--- src/rtl/pipeline_stall_controller_if.sv ---
// Handshake bundle between the stall controller and the pipeline.
// The controller sits on the slave side; the pipeline drives the master side.
interface pipeline_stall_controller_if #(
  parameter int CNT_W = 8
);
  logic             id_valid;
  logic [3:0]       id_op1;
  logic [3:0]       id_op2;
  logic             ex_valid;
  logic [3:0]       ex_opcode;
  logic [3:0]       ex_funct;
  logic [3:0]       ex_dest;
  logic             branch_taken;
  logic             mdu_done;
  logic             clr_stats;
  logic             pc_write;
  logic             ifid_write;
  logic             ifid_flush;
  logic             idex_write;
  logic             idex_bubble;
  logic             exmem_bubble;
  logic             mdu_start;
  logic             mdu_timeout_err;
  logic [CNT_W-1:0] stall_cycles;

  modport master (
    output id_valid, id_op1, id_op2,
    output ex_valid, ex_opcode, ex_funct, ex_dest,
    output branch_taken, mdu_done, clr_stats,
    input  pc_write, ifid_write, ifid_flush,
    input  idex_write, idex_bubble, exmem_bubble,
    input  mdu_start, mdu_timeout_err, stall_cycles
  );

  modport slave (
    input  id_valid, id_op1, id_op2,
    input  ex_valid, ex_opcode, ex_funct, ex_dest,
    input  branch_taken, mdu_done, clr_stats,
    output pc_write, ifid_write, ifid_flush,
    output idex_write, idex_bubble, exmem_bubble,
    output mdu_start, mdu_timeout_err, stall_cycles
  );
endinterface

--- src/rtl/pipeline_stall_controller.sv ---
// Stall/flush sequencer: load-use bubble, MDU freeze with timeout,
// taken-branch IF/ID flush, and a saturating stall-cycle counter.
module pipeline_stall_controller #(
  parameter logic [3:0] LOAD_OPCODE  = 4'b1000,
  parameter logic [3:0] RTYPE_OPCODE = 4'b0001,
  parameter logic [3:0] MUL_FUNCT    = 4'b0100,
  parameter logic [3:0] DIV_FUNCT    = 4'b0101,
  parameter int         MDU_TIMEOUT  = 32,
  parameter int         CNT_W        = 8
) (
  input logic clk,
  input logic rst,
  pipeline_stall_controller_if.slave bus
);

  typedef enum logic [1:0] {
    RUN,
    LOAD_BUBBLE,
    MDU_WAIT
  } state_t;

  localparam int WW = $clog2(MDU_TIMEOUT) + 1;
  localparam logic [WW-1:0] WLAST = WW'(MDU_TIMEOUT - 1);

  state_t           state;
  state_t           state_nx;
  logic [WW-1:0]    wcnt;
  logic [WW-1:0]    wcnt_nx;
  logic             timeout_hit;
  logic             err;
  logic [CNT_W-1:0] cnt;

  logic mdu_op;
  logic load_use;
  logic pc_write;
  logic ifid_write;
  logic ifid_flush;
  logic idex_write;
  logic idex_bubble;
  logic exmem_bubble;
  logic mdu_start;

  assign mdu_op = bus.ex_valid
    && bus.ex_opcode == RTYPE_OPCODE
    && (bus.ex_funct == MUL_FUNCT
     || bus.ex_funct == DIV_FUNCT);

  assign load_use = bus.ex_valid && bus.id_valid
    && bus.ex_opcode == LOAD_OPCODE
    && (bus.id_op1 == bus.ex_dest
     || bus.id_op2 == bus.ex_dest);

  always_comb begin
    state_nx     = state;
    wcnt_nx      = wcnt;
    timeout_hit  = 1'b0;
    pc_write     = 1'b1;
    ifid_write   = 1'b1;
    ifid_flush   = 1'b0;
    idex_write   = 1'b1;
    idex_bubble  = 1'b0;
    exmem_bubble = 1'b0;
    mdu_start    = 1'b0;
    if (rst) begin
      state_nx     = RUN;
      wcnt_nx      = '0;
      pc_write     = 1'b0;
      ifid_write   = 1'b0;
      ifid_flush   = 1'b1;
      idex_bubble  = 1'b1;
      exmem_bubble = 1'b1;
    end else begin
      unique case (state)
        RUN: begin
          if (mdu_op) begin
            mdu_start    = 1'b1;
            pc_write     = 1'b0;
            ifid_write   = 1'b0;
            idex_write   = 1'b0;
            exmem_bubble = 1'b1;
            wcnt_nx      = '0;
            state_nx     = MDU_WAIT;
          end else if (load_use) begin
            pc_write    = 1'b0;
            ifid_write  = 1'b0;
            idex_bubble = 1'b1;
            state_nx    = LOAD_BUBBLE;
          end else begin
            ifid_flush = bus.branch_taken;
          end
        end
        LOAD_BUBBLE: begin
          ifid_flush = bus.branch_taken;
          state_nx   = RUN;
        end
        MDU_WAIT: begin
          // done releases in this cycle so the result enters EX/MEM
          if (bus.mdu_done) begin
            state_nx = RUN;
          end else begin
            pc_write     = 1'b0;
            ifid_write   = 1'b0;
            idex_write   = 1'b0;
            exmem_bubble = 1'b1;
            wcnt_nx      = wcnt + 1'b1;
            if (wcnt == WLAST) begin
              timeout_hit = 1'b1;
              state_nx    = RUN;
            end
          end
        end
        default: state_nx = RUN;
      endcase
    end
  end

  always_ff @(posedge clk) begin
    if (rst) begin
      state <= RUN;
      wcnt  <= '0;
      err   <= 1'b0;
      cnt   <= '0;
    end else begin
      state <= state_nx;
      wcnt  <= wcnt_nx;
      if (timeout_hit) err <= 1'b1;
      if (bus.clr_stats) cnt <= '0;
      else if (!pc_write && cnt != '1)
        cnt <= cnt + 1'b1;
    end
  end

  assign bus.pc_write        = pc_write;
  assign bus.ifid_write      = ifid_write;
  assign bus.ifid_flush      = ifid_flush;
  assign bus.idex_write      = idex_write;
  assign bus.idex_bubble     = idex_bubble;
  assign bus.exmem_bubble    = exmem_bubble;
  assign bus.mdu_start       = mdu_start;
  assign bus.mdu_timeout_err = err;
  assign bus.stall_cycles    = cnt;

endmodule

--- src/flat_wrapper.sv ---
// flat-port wrapper written by rule: the top's interface ports become plain ports
module pipeline_stall_controller_flat 
#(
  parameter logic [3:0] LOAD_OPCODE  = 4'b1000,
  parameter logic [3:0] RTYPE_OPCODE = 4'b0001,
  parameter logic [3:0] MUL_FUNCT    = 4'b0100,
  parameter logic [3:0] DIV_FUNCT    = 4'b0101,
  parameter int         MDU_TIMEOUT  = 32,
  parameter int         CNT_W        = 8
)
  (clk, rst, bus_id_valid, bus_id_op1, bus_id_op2, bus_ex_valid, bus_ex_opcode, bus_ex_funct, bus_ex_dest, bus_branch_taken, bus_mdu_done, bus_clr_stats, bus_pc_write, bus_ifid_write, bus_ifid_flush, bus_idex_write, bus_idex_bubble, bus_exmem_bubble, bus_mdu_start, bus_mdu_timeout_err, bus_stall_cycles);
  pipeline_stall_controller_if #(.CNT_W(CNT_W)) bus_i ();
  input logic clk;
  input logic rst;
  input wire logic [$bits(bus_i.id_valid)-1:0] bus_id_valid;
  input wire logic [$bits(bus_i.id_op1)-1:0] bus_id_op1;
  input wire logic [$bits(bus_i.id_op2)-1:0] bus_id_op2;
  input wire logic [$bits(bus_i.ex_valid)-1:0] bus_ex_valid;
  input wire logic [$bits(bus_i.ex_opcode)-1:0] bus_ex_opcode;
  input wire logic [$bits(bus_i.ex_funct)-1:0] bus_ex_funct;
  input wire logic [$bits(bus_i.ex_dest)-1:0] bus_ex_dest;
  input wire logic [$bits(bus_i.branch_taken)-1:0] bus_branch_taken;
  input wire logic [$bits(bus_i.mdu_done)-1:0] bus_mdu_done;
  input wire logic [$bits(bus_i.clr_stats)-1:0] bus_clr_stats;
  output wire logic [$bits(bus_i.pc_write)-1:0] bus_pc_write;
  output wire logic [$bits(bus_i.ifid_write)-1:0] bus_ifid_write;
  output wire logic [$bits(bus_i.ifid_flush)-1:0] bus_ifid_flush;
  output wire logic [$bits(bus_i.idex_write)-1:0] bus_idex_write;
  output wire logic [$bits(bus_i.idex_bubble)-1:0] bus_idex_bubble;
  output wire logic [$bits(bus_i.exmem_bubble)-1:0] bus_exmem_bubble;
  output wire logic [$bits(bus_i.mdu_start)-1:0] bus_mdu_start;
  output wire logic [$bits(bus_i.mdu_timeout_err)-1:0] bus_mdu_timeout_err;
  output wire logic [$bits(bus_i.stall_cycles)-1:0] bus_stall_cycles;
  assign bus_i.id_valid = bus_id_valid;
  assign bus_i.id_op1 = bus_id_op1;
  assign bus_i.id_op2 = bus_id_op2;
  assign bus_i.ex_valid = bus_ex_valid;
  assign bus_i.ex_opcode = bus_ex_opcode;
  assign bus_i.ex_funct = bus_ex_funct;
  assign bus_i.ex_dest = bus_ex_dest;
  assign bus_i.branch_taken = bus_branch_taken;
  assign bus_i.mdu_done = bus_mdu_done;
  assign bus_i.clr_stats = bus_clr_stats;
  assign bus_pc_write = bus_i.pc_write;
  assign bus_ifid_write = bus_i.ifid_write;
  assign bus_ifid_flush = bus_i.ifid_flush;
  assign bus_idex_write = bus_i.idex_write;
  assign bus_idex_bubble = bus_i.idex_bubble;
  assign bus_exmem_bubble = bus_i.exmem_bubble;
  assign bus_mdu_start = bus_i.mdu_start;
  assign bus_mdu_timeout_err = bus_i.mdu_timeout_err;
  assign bus_stall_cycles = bus_i.stall_cycles;
  pipeline_stall_controller #(.LOAD_OPCODE(LOAD_OPCODE), .RTYPE_OPCODE(RTYPE_OPCODE), .MUL_FUNCT(MUL_FUNCT), .DIV_FUNCT(DIV_FUNCT), .MDU_TIMEOUT(MDU_TIMEOUT), .CNT_W(CNT_W)) u_core (.clk(clk), .rst(rst), .bus(bus_i));
endmodule
--- config.mk ---
export PLATFORM = sky130hd
export DESIGN_NAME = pipeline_stall_controller_flat
export DESIGN_NICKNAME = d
export VERILOG_FILES = /design/src/rtl/pipeline_stall_controller_if.sv /design/src/rtl/pipeline_stall_controller.sv /design/src/flat_wrapper.sv
export SDC_FILE = /design/constraint.sdc
export NUM_CORES = 1
export LEC_CHECK = 0
export BUFFER_PORTS_ARGS = -buffer_cell sky130_fd_sc_hd__buf_2
export CAP_MARGIN = 10
export CORE_ASPECT_RATIO = 1.5
export CORE_MARGIN = 4
export CORE_UTILIZATION = 43
export CTS_CLUSTER_SIZE = 25
export DETAILED_ROUTE_END_ITERATION = 10
export GPL_ROUTABILITY_DRIVEN = 0
export HOLD_SLACK_MARGIN = 0.1
export PLACE_DENSITY = 0.75
export SYNTH_ARGS = -nofsm -noshare
export SYNTH_HDL_FRONTEND = slang
export SYNTH_SLANG_ARGS = --single-unit
--- constraint.sdc ---
create_clock -name clk -period 3 [get_ports clk]
set_input_delay 0.9 -clock clk [delete_from_list [all_inputs] [get_ports clk]]
set_output_delay 0.9 -clock clk [all_outputs]
set_load 0.005 [all_outputs]
== After elaboration in Yosys (flattened, before gate mapping) ==
Index checks and enable logic that the tools add are counted.
Word-level totals
  register bits after elaboration: 17
  output and inout port bits: 16
  word-level logic and storage cells: 68
Cells by class
  add/sub/neg operators: 2
  reduce and logical (&&, ||, !) cells: 14
  mux-type cells: 34
  eq/ne operators: 14
Operator list (count)
  1-bit two-way mux: 22
  6-bit two-way mux: 2
  6-bit one-hot mux with 2 select lines: 1
  8-bit by 1-bit adder with 8-bit output (second input constant): 1
  4-bit by 3-bit == test with 1-bit output (second input constant): 2
  4-bit == test: 2
  2-bit two-way mux: 4
  8-bit != test (second input constant): 1
  1-bit one-hot mux with 2 select lines: 4
  6-bit by 1-bit adder with 6-bit output (second input constant): 1
  6-bit by 5-bit == test with 1-bit output (second input constant): 1
  1-bit logical AND: 6
  4-bit by 1-bit == test with 1-bit output (second input constant): 1
  4-bit == test (second input constant): 1
  2-bit one-hot mux with 2 select lines: 1
  3-bit by 1-bit != test with 1-bit output (second input constant): 1
  3-bit by 2-bit != test with 1-bit output (second input constant): 1
  3-bit AND reduction: 1
  2-bit by 1-bit == test with 1-bit output (second input constant): 1
  2-bit == test (second input constant): 1
  2-bit logical NOT: 1
  1-bit logical OR: 2
  2-bit by 1-bit != test with 1-bit output (second input constant): 1
  2-bit != test (second input constant): 1
  4 further kinds: 4

== Logic depth before layout (Yosys ltp) ==
Gate-level depths: netlist of the first run.
  word-level depth: 9
  depth in mapped cells: 6
  gate-level depth less buffers: 5

== Worst setup path after synthesis of the first run ==
No wires, ideal clock.
  path type: input -> output
  start: input bus_ex_opcode[3]
  end: output bus_pc_write
  required time: 2.100 ns
  setup slack: -0.122 ns
  path buffers: 2
  cell stages on the path: 6
  data arrival time: 2.222 ns
  cell sequence: or4b_4 -> o21ai_2 -> a21oi_2 -> buf_6 -> and2_2 -> buf_4
On the way
  word-level cells in the longest chain between the ends: 7
  elaborated cells on any way between the ends: 10
RTL lines
  from (decl): RTL line flat_wrapper.sv:19  | input wire logic [$bits(bus_i.ex_opcode)-1:0] bus_ex_opcode;
  4-bit == test: RTL line pipeline_stall_controller.sv:49  | && bus.ex_opcode == LOAD_OPCODE
  1-bit logical AND: RTL line pipeline_stall_controller.sv:49
  1-bit logical AND: RTL line pipeline_stall_controller.sv:50  | && (bus.id_op1 == bus.ex_dest
  1-bit two-way mux
  1-bit two-way mux *
  1-bit one-hot mux with 2 select lines *
  1-bit two-way mux *
  to (decl): RTL line flat_wrapper.sv:25  | output wire logic [$bits(bus_i.pc_write)-1:0] bus_pc_write;
Every way passes the cells marked *; elsewhere a longest branch is shown, timed or not.

== Final worst setup path of the first run ==
  start: input bus_ex_opcode[2]
  end: output bus_idex_bubble
On the way
  word-level cells in the longest chain between the ends: 7
  elaborated cells on any way between the ends: 10
RTL lines
  4-bit == test: RTL line pipeline_stall_controller.sv:49
  1-bit logical AND: RTL line pipeline_stall_controller.sv:49
  1-bit logical AND: RTL line pipeline_stall_controller.sv:50
  1-bit two-way mux: RTL line pipeline_stall_controller.sv:83  | end else if (load_use) begin
  1-bit two-way mux *: RTL line pipeline_stall_controller.sv:75  | if (mdu_op) begin
  1-bit two-way mux *: RTL line pipeline_stall_controller.sv:73  | unique case (state)
  1-bit two-way mux *: RTL line pipeline_stall_controller.sv:64  | if (rst) begin
  to (decl): RTL line flat_wrapper.sv:29  | output wire logic [$bits(bus_i.idex_bubble)-1:0] bus_idex_bubble;
Marked as above.

==> results of run 1 <==
[report_power, final]
part	total, W	switching, W	internal (W)	leakage, nW
sequential	0.000228	0.00000138	0.000226	0.137
clock	0.000126	0.0000768	0.0000496	0.0177
combinational	0.0000878	0.0000416	0.0000462	0.535
[cell usage in the layout (no fill, tap or decap), drive strengths merged, types with 2 or more instances in the layout]
cell type and instances:
nor2 11, buf 57, nand2b 2, nand3 2, nand4b 2, mux2i 7, clkbuf 3, inv 5
dfxtp 17, a211oi 2, xor2 9, o211ai 2, ha 2, nand2 16, o21ai 3, nand4 6
nor3b 2, xnor2 3, or3 5, and2 2, a21oi 11, nor4 4
[worst paths after layout]
| kind | end | slack [ns] | cells after the start |
|---|---|---|---|
| setup / recovery | bus_idex_bubble | -0.05 | 7 |
| hold reg to reg | u_core.bus.mdu_timeout_err | 0.48 | 2 |
| hold / removal | u_core.bus.mdu_timeout_err | 0.48 | 2 |
| setup reg to reg | u_core.wcnt[5] | 1.17 | 8 |
[what timing repair did]
action,CTS,global route
resized for setup,8,20
setup endpoints to repair,4,5
pin swaps,7,14
buffers inserted,2,4
hold buffers,0,0
cloned,0,0
[routing by layer]
| layer | share of wire (%) | GRT usage (%) | vias up |
|---|---|---|---|
| met3 | 4.1 | 3.44 | 14 |
| met4 | 4.1 | 6.59 | 0 |
| li1 | - | - | 584 |
| met5 | 0 | 0 | - |
| met2 | 56 | 33.1 | 41 |
| met1 | 36 | 16.1 | 555 |
[flip-flops by register name, summed over array words and instances, names as in the netlist]
register / count
u_core.state: 2
u_core.bus.stall_cycles: 8
u_core.wcnt: 6
u_core.bus.mdu_timeout_err: 1
[area by class of cell]
type | count | area [sq um] | area share (%)
Clock buffer | 3 | 22.5 | 1.40
Sequential cell | 17 | 340 | 21.2
Inverter | 5 | 18.8 | 1.17
Tap cell | 24 | 30.0 | 1.87
Multi-Input combinational cell | 104 | 802 | 49.9
Clock inverter | 1 | 5.00 | 0.312
Timing Repair Buffer | 57 | 388 | 24.1
[worst reg2reg max path, cell delays in order, from the launching register on]
cell     delay [ns]
dfxtp_1        0.47
nor2_1         0.14
o21a_1         0.15
buf_4          0.14
buf_4          0.12
buf_4          0.14
nor4_1         0.35
xnor2_1        0.17
nor2_1         0.06
[logic make-up (layout without fill, tap and decap cells)]
logic type,after synthesis,in the layout,share of synthesized area [%]
compound gates,25,25,16.8
xor+xnor,12,12,9.67
fa+ha+maj,2,2,2.30
buf+inv,8,66,4.14
flops,17,17,31.3
mux,7,7,6.44
simple gates,58,58,29.3
[through the flow]
| stage | util (%) | std cells | instance area [sq um] | total power, W |
|---|---|---|---|---|
| global placement | 57.0 | 201 | 1380 | 0.000290 |
| detailed placement | 57.0 | 201 | 1380 | 0.000292 |
| floorplan | - | 129 | 1100 | 0.000262 |
| CTS | 60.1 | 207 | 1460 | 0.000421 |
| finish | 66.3 | 211 | 1610 | 0.000442 |
| global route | 66.3 | 211 | 1610 | 0.000463 |
==> impl_metrics.env, run 1 <==
export IMPL_drcViolationCount=0
export IMPL_grt_max_degree=15
export IMPL_grt_usage_pct=16.8
export IMPL_ys_flop_type="dfxtp_1"
export IMPL_initial_core_util_pct=44.9
export IMPL_cts_inserted_buffers=3
export IMPL_syn_area_sq_um=1090
export IMPL_yosys_area_top_type="dfxtp_1"
export IMPL_timing_rr_start="u_core.state[0]"
export IMPL_yosysMostFrequentCell="dfxtp_1"
export IMPL_cts_sinks=17
export IMPL_cp_num_buf_inv=2
export IMPL_synth_commonest_cells="dfxtp_1, nand2_1, nor2_1"
export IMPL_crit_arrival_ns=2.15
export IMPL_pin_count=43
export IMPL_ant_nets=0
export IMPL_clk_latency_ns=0.29
export IMPL_hold_path_startpoint="u_core.bus.mdu_timeout_err"
export IMPL_drtIter0Drc=11
export IMPL_timing_hold_violations_final=0
export IMPL_final_nets=217
export IMPL_fillers=181
export IMPL_cp_start_kind="input pin"
export IMPL_via_per_inst=5.66
export IMPL_synth_edf_count=0
export IMPL_cap_violations=0
export IMPL_clk_pin_slew_ns=0.10
export IMPL_final_layout_size_suffix_gt1_share_pct=42.2
export IMPL_fmax_mhz=328
export IMPL_worst_path_largest_cell_delay_ns=0.39
export IMPL_drtPass1Iterations=6
export IMPL_cts_tree="built"
export IMPL_finalCritPeriodShare_pct=102
export IMPL_routedWlPerCell_microns=14.6
export IMPL_clock_skew_ns=0.00384
export IMPL_grt_pass1_vias=1163
export IMPL_worst_pin_slew_ns=0.560
export IMPL_grt_ovfl_total=0
export IMPL_syn2layout_area_growth_pct=47.8
export IMPL_ys_async_sr_fraction_pct=0
export IMPL_syn_inst=129
export IMPL_ys_seq_elements=17
export IMPL_drv_slew=0
export IMPL_dieArea_sq_um=3410
export IMPL_grt_antenna_before_repair=0
export IMPL_outcome="complete, but fails checks"
export IMPL_cp_top_family="simple AND/OR/NAND/NOR gates"
export IMPL_min_path_type="reg2reg"
export IMPL_clk_path_buf_depth=2
export IMPL_rsz0062_at_grt="true"
export IMPL_grt_pass1_wl_microns=4730
export IMPL_htreeDepth=1
export IMPL_insertedDiodeCount=0
export IMPL_worst_endpoint_required_ns=2.10
export IMPL_die_y_microns=69.6
export IMPL_rows=22
export IMPL_vias=1194
export IMPL_core_area_sq_um=2420
export IMPL_synth_area_leaders="dfxtp_1, xor2_1, mux2i_1, nand2_1, a21oi_1"
export IMPL_slowest_stage="nor3_1"
export IMPL_routed_wl_microns=3090
export IMPL_die_w_microns=49.1
export IMPL_setup_ws_ns=-0.0453
export IMPL_synth_fp_nets=158
export IMPL_synth_top_area_share_pct=31.3
export IMPL_slew_headroom_pct=62.5
export IMPL_violations="negative setup slack"
export IMPL_finalSetupViolCount=4
export IMPL_min_period_ns=3.05
export IMPL_cts_root_buf="clkbuf_4"
export IMPL_ys_seq_area_share_pct=31.3
export IMPL_cp_max_fo=3
export IMPL_crit_type="in2out"
export IMPL_crit_chain="buf_6 > nand4b_1 > nor3_1 > o21ai_2 > or2_4 > nand2_2 > buf_2"
export IMPL_holdWs_ns=0.478
export IMPL_vdd_ir_drop_max_mv=0.223
export IMPL_leakage_nw=0.690
export IMPL_power_density_nw_per_um2=275
export IMPL_setup_tns_ns=-0.133
export IMPL_crit_start="bus_ex_opcode[2]"
export IMPL_dp_slack_ns=-0.115
export IMPL_yosysWarnings=0
export IMPL_synth_cell_type_count=40
export IMPL_dp_hpwl_microns=2170
export IMPL_port_buffer_count=41
export IMPL_postSynthAreaPerCell_sq_um=8.43
export IMPL_critPathCaptureType="primary output"
Power figures use the tool's default switching activity.
==> run 2, diff against run 1 <==
- BUFFER_PORTS_ARGS: -buffer_cell sky130_fd_sc_hd__buf_2 -> default
- CORE_UTILIZATION: 43 -> 55
- DONT_BUFFER_PORTS: default -> 1
- PLACE_DENSITY: 0.75 -> 0.73
==> run 2 against run 1 <==
The run now ends clean. Critical path type unchanged. Flip-flop and latch count unchanged. Wire length down 23%. Sequential share of layout area up 8.1 points. Sequential power about the same. Clock power about the same. Fmax up 4.9%. Worst setup slack better by 0.14 ns. Die area down 19%.
==> impl_metrics.env, run 2 (synthesis results as in run 1) <==
export IMPL_holdWs_ns=0.489
export IMPL_grt_pass1_vias=975
export IMPL_power_share_clock_pct=32.5
export IMPL_pin_count=43
export IMPL_post_cts_setup_buffers=0
export IMPL_setup_ws_ns=0.0959
export IMPL_finalCritPeriodShare_pct=96.8
export IMPL_finalSetupViolCount=0
export IMPL_drcViolationCount=0
export IMPL_seqPwrFrac_pct=59.4
export IMPL_grt_usage_pct=18.0
export IMPL_switching_share_pct=23.9
export IMPL_rsz0062_at_grt="false"
export IMPL_post_cts_resized=0
export IMPL_cts_hold_buf=0
export IMPL_routedWlPerCell_microns=15.2
export IMPL_cp_max_fo=6
export IMPL_grt_max_degree=15
export IMPL_cts_tree="built"
export IMPL_dieArea_sq_um=2770
export IMPL_cap_violations=0
export IMPL_die_y_microns=62.5
export IMPL_drtIter0Drc=8
export IMPL_leakage_nw=0.428
export IMPL_cp_start_kind="input pin"
export IMPL_mostFrequentLayoutCells="dfxtp_1, nand2_1, nor2_1, xor2_1, a21oi_1"
export IMPL_port_buffer_count=0
export IMPL_timing_hold_violations_final=0
export IMPL_register_area_sq_um=340
export IMPL_fmax_mhz=344
export IMPL_routed_wl_microns=2370
export IMPL_final_common_cell="dfxtp_1"
export IMPL_clk_path_buf_depth=2
export IMPL_power_density_nw_per_um2=330
export IMPL_via_per_inst=6.21
export IMPL_cts_root_buf="clkbuf_4"
export IMPL_crit_type="in2out"
export IMPL_clock_skew_ns=0.00975
export IMPL_fin_util_pct=62.6
export IMPL_combinationalPowerShare_pct=8.1
export IMPL_grt_antenna_before_repair=0
export IMPL_multi_input_area_sq_um=711
export IMPL_vias=969
export IMPL_rows=19
export IMPL_worst_pin_slew_ns=0.545
export IMPL_clk_latency_ns=0.30
export IMPL_grt_ovfl_total=0
export IMPL_cts_sinks=17
export IMPL_drv_slew=0
export IMPL_min_period_ns=2.90
export IMPL_outcome="finished, final reports clean"
export IMPL_worst_endpoint_required_ns=2.10
export IMPL_cts_inserted_buffers=3
export IMPL_p_int_w=0.000292
export IMPL_p_sw_w=0.0000917
export IMPL_dp_hpwl_microns=1910
export IMPL_syn2layout_area_growth_pct=6.79
export IMPL_fillers=177
export IMPL_drtPass1Iterations=4
export IMPL_dp_slack_ns=0.0583
export IMPL_insertedDiodeCount=0
export IMPL_dp_cells=152
export IMPL_grt_pass1_wl_microns=3930
export IMPL_power_total_w=0.000384
export IMPL_slew_headroom_pct=63.6
export IMPL_critPathCaptureType="primary output"
export IMPL_htreeDepth=1
export IMPL_crit_arrival_ns=2.00
export IMPL_initial_core_util_pct=58.6
export IMPL_clk_pin_slew_ns=0.11
export IMPL_min_path_type="reg2reg"
export IMPL_core_area_sq_um=1850
export IMPL_ant_nets=0
export IMPL_vdd_ir_drop_max_mv=0.286
export IMPL_final_nets=165
export IMPL_largest_reg_flops=8
export IMPL_post_layout_nonfiller_instances=156
export IMPL_die_w_microns=44.3
export IMPL_final_layout_size_suffix_gt1_share_pct=13.3
run 2: metal layers:
layer  part of all wire [%]  routed length [microns]  vias to the layer above  track usage [%]
met5                      0                        0                        -                0
met1                     37                      882                      453             18.4
met2                     54                     1270                       30             33.4
met4                    1.7                       40                        0             6.79
li1                       -                        -                      481                -
met3                    7.3                      172                        5             3.75
run 2: per-stage QoR:
stage          cell area [sq um]  setup TNS, ns
2_1_floorplan               1100        -0.0263
3_3_place_gp                1130              0
3_5_place_dp                1130              0
4_1_cts                     1160              0
5_1_grt                     1160              0
6_report                    1160              0
run 2: worst paths after layout:
path                         start                    endpoint  slack, ns  depth (start not counted)
setup / recovery  bus_ex_opcode[2]                bus_pc_write        0.1                          4
hold / removal      u_core.wcnt[1]              u_core.wcnt[1]       0.49                          2
setup reg to reg   u_core.state[1]  u_core.bus.stall_cycles[6]       1.27                          5
hold reg to reg     u_core.wcnt[1]              u_core.wcnt[1]       0.49                          2
run 2: layout make-up:
cell class,count,share of cell area [%]
inverter,5,1.62
multi-input combinational,104,61.2
tap,21,2.26
clock buffer,3,1.94
sequential,17,29.3
clock inverter,1,0.431
timing repair buffer,5,3.23
run 2: worst max-delay path: stages:
cell and delay [ns]:
or4bb_4 0.55, o21ai_4 0.25, a21oi_2 0.12, and2_4 0.17
run 2: power by group through the flow:
stage | Clock, W | Sequential [W] | Combinational (W)
after floorplan | 0 | 0.000233 | 0.0000297
after global placement | 0 | 0.000233 | 0.0000304
after detailed placement | 0 | 0.000233 | 0.0000312
after CTS | 0.000130 | 0.000228 | 0.0000314
after global routing | 0.000137 | 0.000228 | 0.0000351
final | 0.000125 | 0.000228 | 0.0000311
